===== src/rtl/seg_scan_digit_driver_if.sv =====
// seg_scan_digit_driver_if: valid/ready write channel carrying a 3-digit BCD value
//   wr_data[11:8] digit on a1, [7:4] on a2, [3:0] on a3; transfer when wr_valid && wr_ready at a rising edge
interface seg_scan_digit_driver_if;
  logic [11:0] wr_data;
  logic        wr_valid;
  logic        wr_ready;
  modport master(output wr_data, wr_valid, input wr_ready);
  modport slave(input wr_data, wr_valid, output wr_ready);
endinterface


===== src/rtl/seg_scan_digit_driver.sv =====
// seg_scan_digit_driver: drives the shared 7-segment bus with the digit of the active anode, frame-synchronous updates
//   clk, rst_n (async, active-low); a1/a2/a3 one-hot anode strobes; wr write channel (slave);
//   seg[6:0] = g..a segments; blank high while segments forced off; scan_err sticky non-one-hot anode flag
module seg_scan_digit_driver #(
  parameter int BLANK_CYCLES   = 2700,
  parameter bit SEG_ACTIVE_LOW = 1'b0
) (
  input  logic                    clk,
  input  logic                    rst_n,
  input  logic                    a1,
  input  logic                    a2,
  input  logic                    a3,
  seg_scan_digit_driver_if.slave  wr,
  output logic [6:0]              seg,
  output logic                    blank,
  output logic                    scan_err
);
  localparam int CW = BLANK_CYCLES > 0 ? $clog2(BLANK_CYCLES + 1) : 1;
  localparam logic [CW-1:0] CNT_INIT = CW'(BLANK_CYCLES);
  logic [2:0]    anode_n, anode_q;
  logic [11:0]   shadow, disp;
  logic          pending, boundary;
  logic [CW-1:0] cnt;
  logic [3:0]    nib;
  logic [6:0]    dec;
  assign anode_n     = {a1, a2, a3};
  // Only a clean 001 -> 100 step counts as a frame boundary; corrupted sequences never commit
  assign boundary    = anode_q == 3'b001 && anode_n == 3'b100;
  assign wr.wr_ready = !pending;
  always_ff @(posedge clk or negedge rst_n) begin
    if (!rst_n) begin
      anode_q  <= 3'b100;
      shadow   <= '0;
      pending  <= 1'b0;
      disp     <= '0;
      cnt      <= CNT_INIT;
      scan_err <= 1'b0;
    end else begin
      anode_q <= anode_n;
      cnt     <= anode_n != anode_q ? CNT_INIT : cnt - CW'(cnt != '0);
      if (!$onehot(anode_n)) scan_err <= 1'b1;
      // Commit and accept are exclusive: accept needs pending=0, commit needs pending=1
      if (boundary && pending) begin
        disp    <= shadow;
        pending <= 1'b0;
      end else if (wr.wr_valid && !pending) begin
        shadow  <= wr.wr_data;
        pending <= 1'b1;
      end
    end
  end
  always_comb begin
    nib = anode_q[2] ? disp[11:8] : anode_q[1] ? disp[7:4] : disp[3:0];
    case (nib)
      4'd0:    dec = 7'b0111111;
      4'd1:    dec = 7'b0000110;
      4'd2:    dec = 7'b1011011;
      4'd3:    dec = 7'b1001111;
      4'd4:    dec = 7'b1100110;
      4'd5:    dec = 7'b1101101;
      4'd6:    dec = 7'b1111101;
      4'd7:    dec = 7'b0000111;
      4'd8:    dec = 7'b1111111;
      4'd9:    dec = 7'b1101111;
      default: dec = 7'b1000000;
    endcase
    blank = cnt != '0 || !$onehot(anode_q);
    seg   = (blank ? 7'b0000000 : dec) ^ {7{SEG_ACTIVE_LOW}};
  end
endmodule


===== src/flat_wrapper.sv =====
// flat-port wrapper written by rule: the top's interface ports become plain ports
module seg_scan_digit_driver_flat 
#(
  parameter int BLANK_CYCLES   = 2700,
  parameter bit SEG_ACTIVE_LOW = 1'b0
)
  (clk, rst_n, a1, a2, a3, seg, blank, scan_err, wr_wr_data, wr_wr_valid, wr_wr_ready);
  seg_scan_digit_driver_if wr_i ();
  input  logic clk;
  input  logic rst_n;
  input  logic a1;
  input  logic a2;
  input  logic a3;
  output logic [6:0] seg;
  output logic blank;
  output logic scan_err;
  input wire logic [$bits(wr_i.wr_data)-1:0] wr_wr_data;
  input wire logic [$bits(wr_i.wr_valid)-1:0] wr_wr_valid;
  output wire logic [$bits(wr_i.wr_ready)-1:0] wr_wr_ready;
  assign wr_i.wr_data = wr_wr_data;
  assign wr_i.wr_valid = wr_wr_valid;
  assign wr_wr_ready = wr_i.wr_ready;
  seg_scan_digit_driver #(.BLANK_CYCLES(BLANK_CYCLES), .SEG_ACTIVE_LOW(SEG_ACTIVE_LOW)) u_core (.clk(clk), .rst_n(rst_n), .a1(a1), .a2(a2), .a3(a3), .wr(wr_i), .seg(seg), .blank(blank), .scan_err(scan_err));
endmodule

===== config.mk =====
export PLATFORM = sky130hd
export DESIGN_NAME = seg_scan_digit_driver_flat
export DESIGN_NICKNAME = d
export VERILOG_FILES = /design/src/rtl/seg_scan_digit_driver_if.sv /design/src/rtl/seg_scan_digit_driver.sv /design/src/flat_wrapper.sv
export SDC_FILE = /design/constraint.sdc
export NUM_CORES = 1
export LEC_CHECK = 0
export ABC_CLOCK_PERIOD_IN_PS = 3100
export BUFFER_PORTS_ARGS = -buffer_cell sky130_fd_sc_hd__buf_4
export CELL_PAD_IN_SITES_DETAIL_PLACEMENT = 0
export CELL_PAD_IN_SITES_GLOBAL_PLACEMENT = 2
export CORE_AREA = 2 2 87 89
export CTS_CLUSTER_DIAMETER = 60
export DETAILED_ROUTE_END_ITERATION = 7
export DIE_AREA = 0 0 89 91
export GPL_TIMING_DRIVEN = 0
export PLACE_DENSITY_LB_ADDON = 0.1
export SETUP_SLACK_MARGIN = 0.4
export SYNTH_ARGS = -nofsm -noshare
export SYNTH_HDL_FRONTEND = slang
export SYNTH_SLANG_ARGS = --single-unit

===== constraint.sdc =====
create_clock -name clk -period 3.1 [get_ports clk]
set_input_delay 0.465 -clock clk [delete_from_list [all_inputs] [get_ports clk]]
set_output_delay 0.465 -clock clk [all_outputs]
set_load 0.01 [all_outputs]

Word-level counts from Yosys, hierarchy flattened
Memory sizes are Yosys's and may differ from the RTL's.
Index checks and enable logic that the tools add are counted.

cells by class
  $add $sub $neg = 5
  eq/ne operators = 5
  muxes and demuxes = 6
  bitwise gates (word level) = 1
  reduce and logical (&&, ||, !) cells = 9

operator list
  operator            count
  $mux 12             1
  $reduce_bool 12->1  1
  $sub 12x1->12       1
  $mux 4              2
  $mux 7              1
  $add 1x1->2         2
  $add 2x1->2         2
  $eq 2x1->1 const B  2
  $eq 3x1->1 const B  1
  $eq 3x3->1 const B  1
  $logic_and 1x1->1   3
  $ne 3x3->1          1
  $logic_not 1->1     2
  $mux 1              2
  $reduce_and 2->1    1
  $reduce_bool 2->1   1
  $logic_or 1x1->1    1
  $not 1->1           1

storage, ports and cells
  flip-flop bits (word level) = 41
  bits in read-only memories = 112
  output and inout bits = 10
  logic and storage cells = 33
  memories = 1

memory list
  memory            words  bits a word  rd ports  clocked after Yosys merged registers in  wr ports  line                         source
  (name not given)  16     7            1         0                                        0         seg_scan_digit_driver.sv:54  case (nib)

Depth between registers and ports, before layout
  word-level depth = 6
  depth in mapped cells = 9
  depth with buffers taken out = 9

Worst setup path after synthesis
No wires, ideal clock.

  path kind = register to output
  from = register u_core.anode_q[2]
  to = output seg[5]
  arrival time = 2.128 ns
  path slack = 0.507 ns
  cell stages (with the launch flop) = 8
  cell sequence = dfstp_2 -> buf_4 -> clkinv_1 -> mux2i_1 -> inv_1 -> ha_1 -> or3_1 -> a21oi_1

between the ends
  longest elaborated chain between the ends = 5
  elaborated cells on any way between the ends = 7
  classes of those cells = add/sub (1); eq/ne (1); mux (2); reduce/logical (2); memory (1)

ends and longest elaborated chain
  what                               line                         source
  from (decl)                        seg_scan_digit_driver.sv:20  logic [2:0] anode_n, anode_q;
  from (signal assigned)             seg_scan_digit_driver.sv:39  anode_q <= anode_n;
  $add 2x1->2 (not written as such)  seg_scan_digit_driver.sv:67  blank = cnt != '0 || !$onehot(anode_q);
  $eq 2x1->1                         seg_scan_digit_driver.sv:67
  $logic_not 1->1                    seg_scan_digit_driver.sv:67
  $logic_or 1x1->1                   seg_scan_digit_driver.sv:67
  $mux 7 *                           seg_scan_digit_driver.sv:68  seg = (blank ? 7'b0000000 : dec) ^ {7{SEG_ACTIVE_LOW}};
  to (decl)                          flat_wrapper.sv:14           output logic [6:0] seg;

Mark *: on every way between the ends. The rest lies on a longest branch, timed or not.

Final worst setup path
  from = register u_core.anode_q[1]
  to = output seg[3]

between the ends
  longest elaborated chain between the ends = 6
  elaborated cells on any way between the ends = 9
  classes of those cells = add/sub (2); eq/ne (1); mux (3); reduce/logical (2); memory (1)

ends and longest elaborated chain
  what                               line
  $add 1x1->2 (not written as such)  seg_scan_digit_driver.sv:67
  $add 2x1->2 (not written as such)  seg_scan_digit_driver.sv:67
  $eq 2x1->1                         seg_scan_digit_driver.sv:67
  $logic_not 1->1                    seg_scan_digit_driver.sv:67
  $logic_or 1x1->1                   seg_scan_digit_driver.sv:67
  $mux 7 *                           seg_scan_digit_driver.sv:68

Marks and branches as above.

==> key figures <==
STA
  – RSZ-0062 raised after global routing: yes
  – Setup-failing EPs final: 0
  – Max_slew headroom: between 60% and 70%
  – Hold Fails Final Rpt: 0
  – Setup Skew: approximately 0.0059 ns
  – Least-Margin Pin Slew: 0.5930 ns
  – Tcrit/Tclk final: 89.80%
  – TNS Setup: 0 ns
  – Hold_ws: about 0.14 ns
  – Min Tclk post-route: 2.784 ns
  – Fin. max-slew vios: 0
  – Fmax: between 300 and 400 MHz

Drt
  – Metal2 WL: 2414 um
  – Met1 WL: 1872 um
  – Routed via count: 1451
  – Antenna viol nets, final: 0
  – Remaining DRCs: 0
  – WL met3: 123 um
  – WL/cell: approximately 14 um
  – Total iterations of the first detailed-routing run: 4
  – Vias/cell: ~4.5
  – Top Layer Used: met4
  – Total wire length: roughly 4500 um
  – Initial DRC count: a little over 40

Setup path
  – Crit-path max FO: 5
  – Crit Path Class: reg2out
  – Biggest cell delay along the critical path: between 0.3 and 0.4 ns
  – Reg2Reg Setup Slack: between 0.8 and 0.9 ns
  – Arrival @ worst endpoint: about 2.3 ns
  – Worst Setup End Kind: primary output
  – Slowest CP cell: dfrtp_1
  – Required @ worst endpoint: 2.63 ns
  – Crit path max-delay family: multiplexers
  – Critical path startpoint category: flip-flop
  – Worst Path Buf+Inv: 2
  – CP cell instances: buf_6, mux2_4, mux2i_4, ha_2, nand2b_1, and3_4, o31ai_4, a21oi_1, buf_4

Job
  – Max Cap Viol: 0

Logic synthesis
  – Post-synthesis cell count: between 150 and 200
  – Sequential area share after synthesis: 49.02%
  – Average size of a mapped cell: around 12 um^2
  – Top cell type's share of synthesized area: 41.54%
  – Mapped Area: around 2100 um^2
  – Register bit total from synthesis: 41
  – Post-synth EDFFs: 0
  – Yosys warning total: 0
  – Syn_nets: 210
  – Post-synth top area cell: dfrtp_1
  – Top cells by area, synth: dfrtp_1 (42%), mux2_2 (15%), dfstp_2 (7.5%), ha_1 (4.7%), xnor2_1 (4.2%)
  – Yosys cell types: 36
  – Top FF cell, synth: dfrtp_1
  – Async S/R FF share, synth: 100.0%

Pwr
  – VDD IR-drop max: approximately 0.00023 V
  – Pleak: 1.195 nW
  – Pwr Density: about 560 nW/um^2

CTS
  – Longest Clk Path Bufs: 2
  – Num CTS Buffers: 5
  – Clock transition at path regs: ~0.09 ns
  – Clock sinks: around 40
  – Root Buffer Master: clkbuf_8
  – CTS tree: yes
  – H-tree depth: 2
  – Hold_buf cts: 0
  – Skew-Pair Late Insertion Delay: 0.29 ns

Floorplan
  – Die width: slightly below 90 um
  – Die area: 8099 um^2
  – IO Count: 28
  – FP Rows: 31
  – Initial Util: roughly 30%
  – Die Y-Extent: a little over 90 um
  – Core area: 7137 um^2

Finish
  – Finished Layout Cells: roughly 320
  – Fin util: a little under two fifths
  – Fraction of final layout cells with drive strength greater than 1: 41.07%
  – Nets: approximately 250
  – # diodes: 0
  – Synthesis-to-finish area growth: 26.53%
  – Final cell area excluding filler cells: 2668 um^2

Global routing
  – First-pass GRT wire length: slightly below 8000 um
  – Largest net degree at the start of global routing: between 40 and 50
  – Vias in the first global route: around 1600
  – Remaining Overflow, GRT: 0
  – Tot GR Track Use: between 10% and 20%
  – Initial antenna violation count: 0

Run status
  – Outcome: completed

Placed design
  – Dpl cell area: 2435 um^2
  – I/O Buffers: 27
  – HPWL Detailed: 3143 um
  – GPL Wtd Cong: around 0.8
  – Placed insts: between 300 and 400

Worst hold path
  – Hold Path Class: in2async
==> kinds of logic (layout without fill, tap and decap cells) <==
| kind of cell | count (synthesis) | after routing | synth area share, % |
|---|---|---|---|
| compound gates | 15 | 15 | 4.510 |
| xor+xnor | 13 | 13 | 5.401 |
| fa+ha+maj | 10 | 10 | 6.647 |
| buf+inv | 18 | 60 | 3.798 |
| flops | 41 | 41 | 49.02 |
| mux | 33 | 33 | 17.39 |
| simple gates | 52 | 52 | 13.23 |
==> worst paths after layout <==
path                                              from                     endpoint  depth (start not counted)
max in group asynchronous                        rst_n      u_core.cnt[2]$_DFF_PN1_                          1
setup / recovery           u_core.anode_q[1]$_DFF_PN0_                       seg[3]                          9
hold / removal                                   rst_n  u_core.disp[11]$_DFFE_PN0P_                          1
min in group clk                                    a2  u_core.anode_q[1]$_DFF_PN0_                          1
hold reg to reg            u_core.scan_err$_DFFE_PN0P_  u_core.scan_err$_DFFE_PN0P_                          2
setup reg to reg               u_core.cnt[8]$_DFF_PN0_      u_core.cnt[8]$_DFF_PN0_                          9
==> synth_stat cells (all sizes together) (2+ instances only) <==
| library cell | number |
|---|---|
| nand2 | 10 |
| o31ai | 2 |
| nor2b | 2 |
| or4 | 3 |
| buf | 3 |
| nor2 | 11 |
| nand3 | 3 |
| or3 | 5 |
| mux2i | 4 |
| nor3 | 5 |
| a21oi | 7 |
| ha | 8 |
| nand4 | 2 |
| nor4 | 4 |
| dfstp | 6 |
| mux2 | 29 |
| clkbuf | 2 |
| fa | 2 |
| o21a | 2 |
| inv | 12 |
| xnor2 | 10 |
| nand2b | 2 |
| dfrtp | 35 |
| xor2 | 3 |
| and3 | 2 |
==> per-layer routing <==
metal	up-vias	track usage, %
li1	708	-
met1	722	14.65
met2	16	21.89
met3	5	3.000
met4	0	4.851
met5	-	0
==> stage by stage <==
stage	power, mW	setup slack, ns
global placement	0.9921	0.003467
finish	1.489	0.3162
floorplan	0.9037	0.5066
global route	1.589	0.2408
detailed placement	1.004	-0.01167
CTS	1.508	0.3230
==> layout make-up <==
type / instances / area, um^2
sequential: 41 / 1033
multi-input combinational: 123 / 1047
clock inverter: 2 / 38.79
inverter: 13 / 53.80
tap: 99 / 123.9
timing repair buffer: 34 / 256.5
clock buffer: 6 / 72.57
buffer: 5 / 41.29
fill: 759 / 4469
==> cells in the final DEF (no fill, tap or decap), types with 2 or more instances in the layout <==
| master | netlist | routed |
|---|---|---|
| dfrtp_1 | 35 | 35 |
| buf_4 | 1 | 33 |
| mux2_2 | 29 | 28 |
| inv_1 | 12 | 11 |
| nor2_1 | 11 | 11 |
| xnor2_1 | 10 | 10 |
| nand2_1 | 10 | 10 |
| ha_1 | 8 | 7 |
| a21oi_1 | 7 | 6 |
| dfstp_2 | 6 | 6 |
| nor3_1 | 5 | 5 |
| or3_1 | 5 | 5 |
| clkbuf_8 | 0 | 5 |
| nor4_1 | 4 | 4 |
| nand3_1 | 3 | 3 |
| xor2_1 | 3 | 3 |
| mux2i_1 | 4 | 3 |
| clkbuf_1 | 2 | 3 |
| buf_6 | 1 | 2 |
| or4_4 | 2 | 2 |
| nand2b_1 | 2 | 2 |
| clkinv_4 | 0 | 2 |
| nor2b_1 | 2 | 2 |
| nand4_1 | 2 | 2 |
| fa_1 | 2 | 2 |
==> flip-flops by register name, indices dropped and copies added (netlist names) <==
signal	cells
u_core.cnt	12
u_core.disp	12
u_core.anode_q	3
u_core.scan_err	1
u_core.shadow	12
u_core.pending	1
==> what timing repair did <==
action | 4_1_cts | 5_1_grt
setup buffers | 5 | 1
gates resized for setup | 16 | 2
endpoints found under the setup margin | 8 | 7
pin swaps | 1 | 0
gates cloned | 1 | 0
==> power by group <==
| group | switching, mW | total (mW) | leakage (nW) | internal [mW] |
|---|---|---|---|---|
| clock | 0.197 | 0.439 | 0.0554 | 0.242 |
| combinational | 0.169 | 0.372 | 0.637 | 0.204 |
| sequential | 0.0522 | 0.677 | 0.503 | 0.625 |
Note: power is estimated with default switching activity, not from simulation.
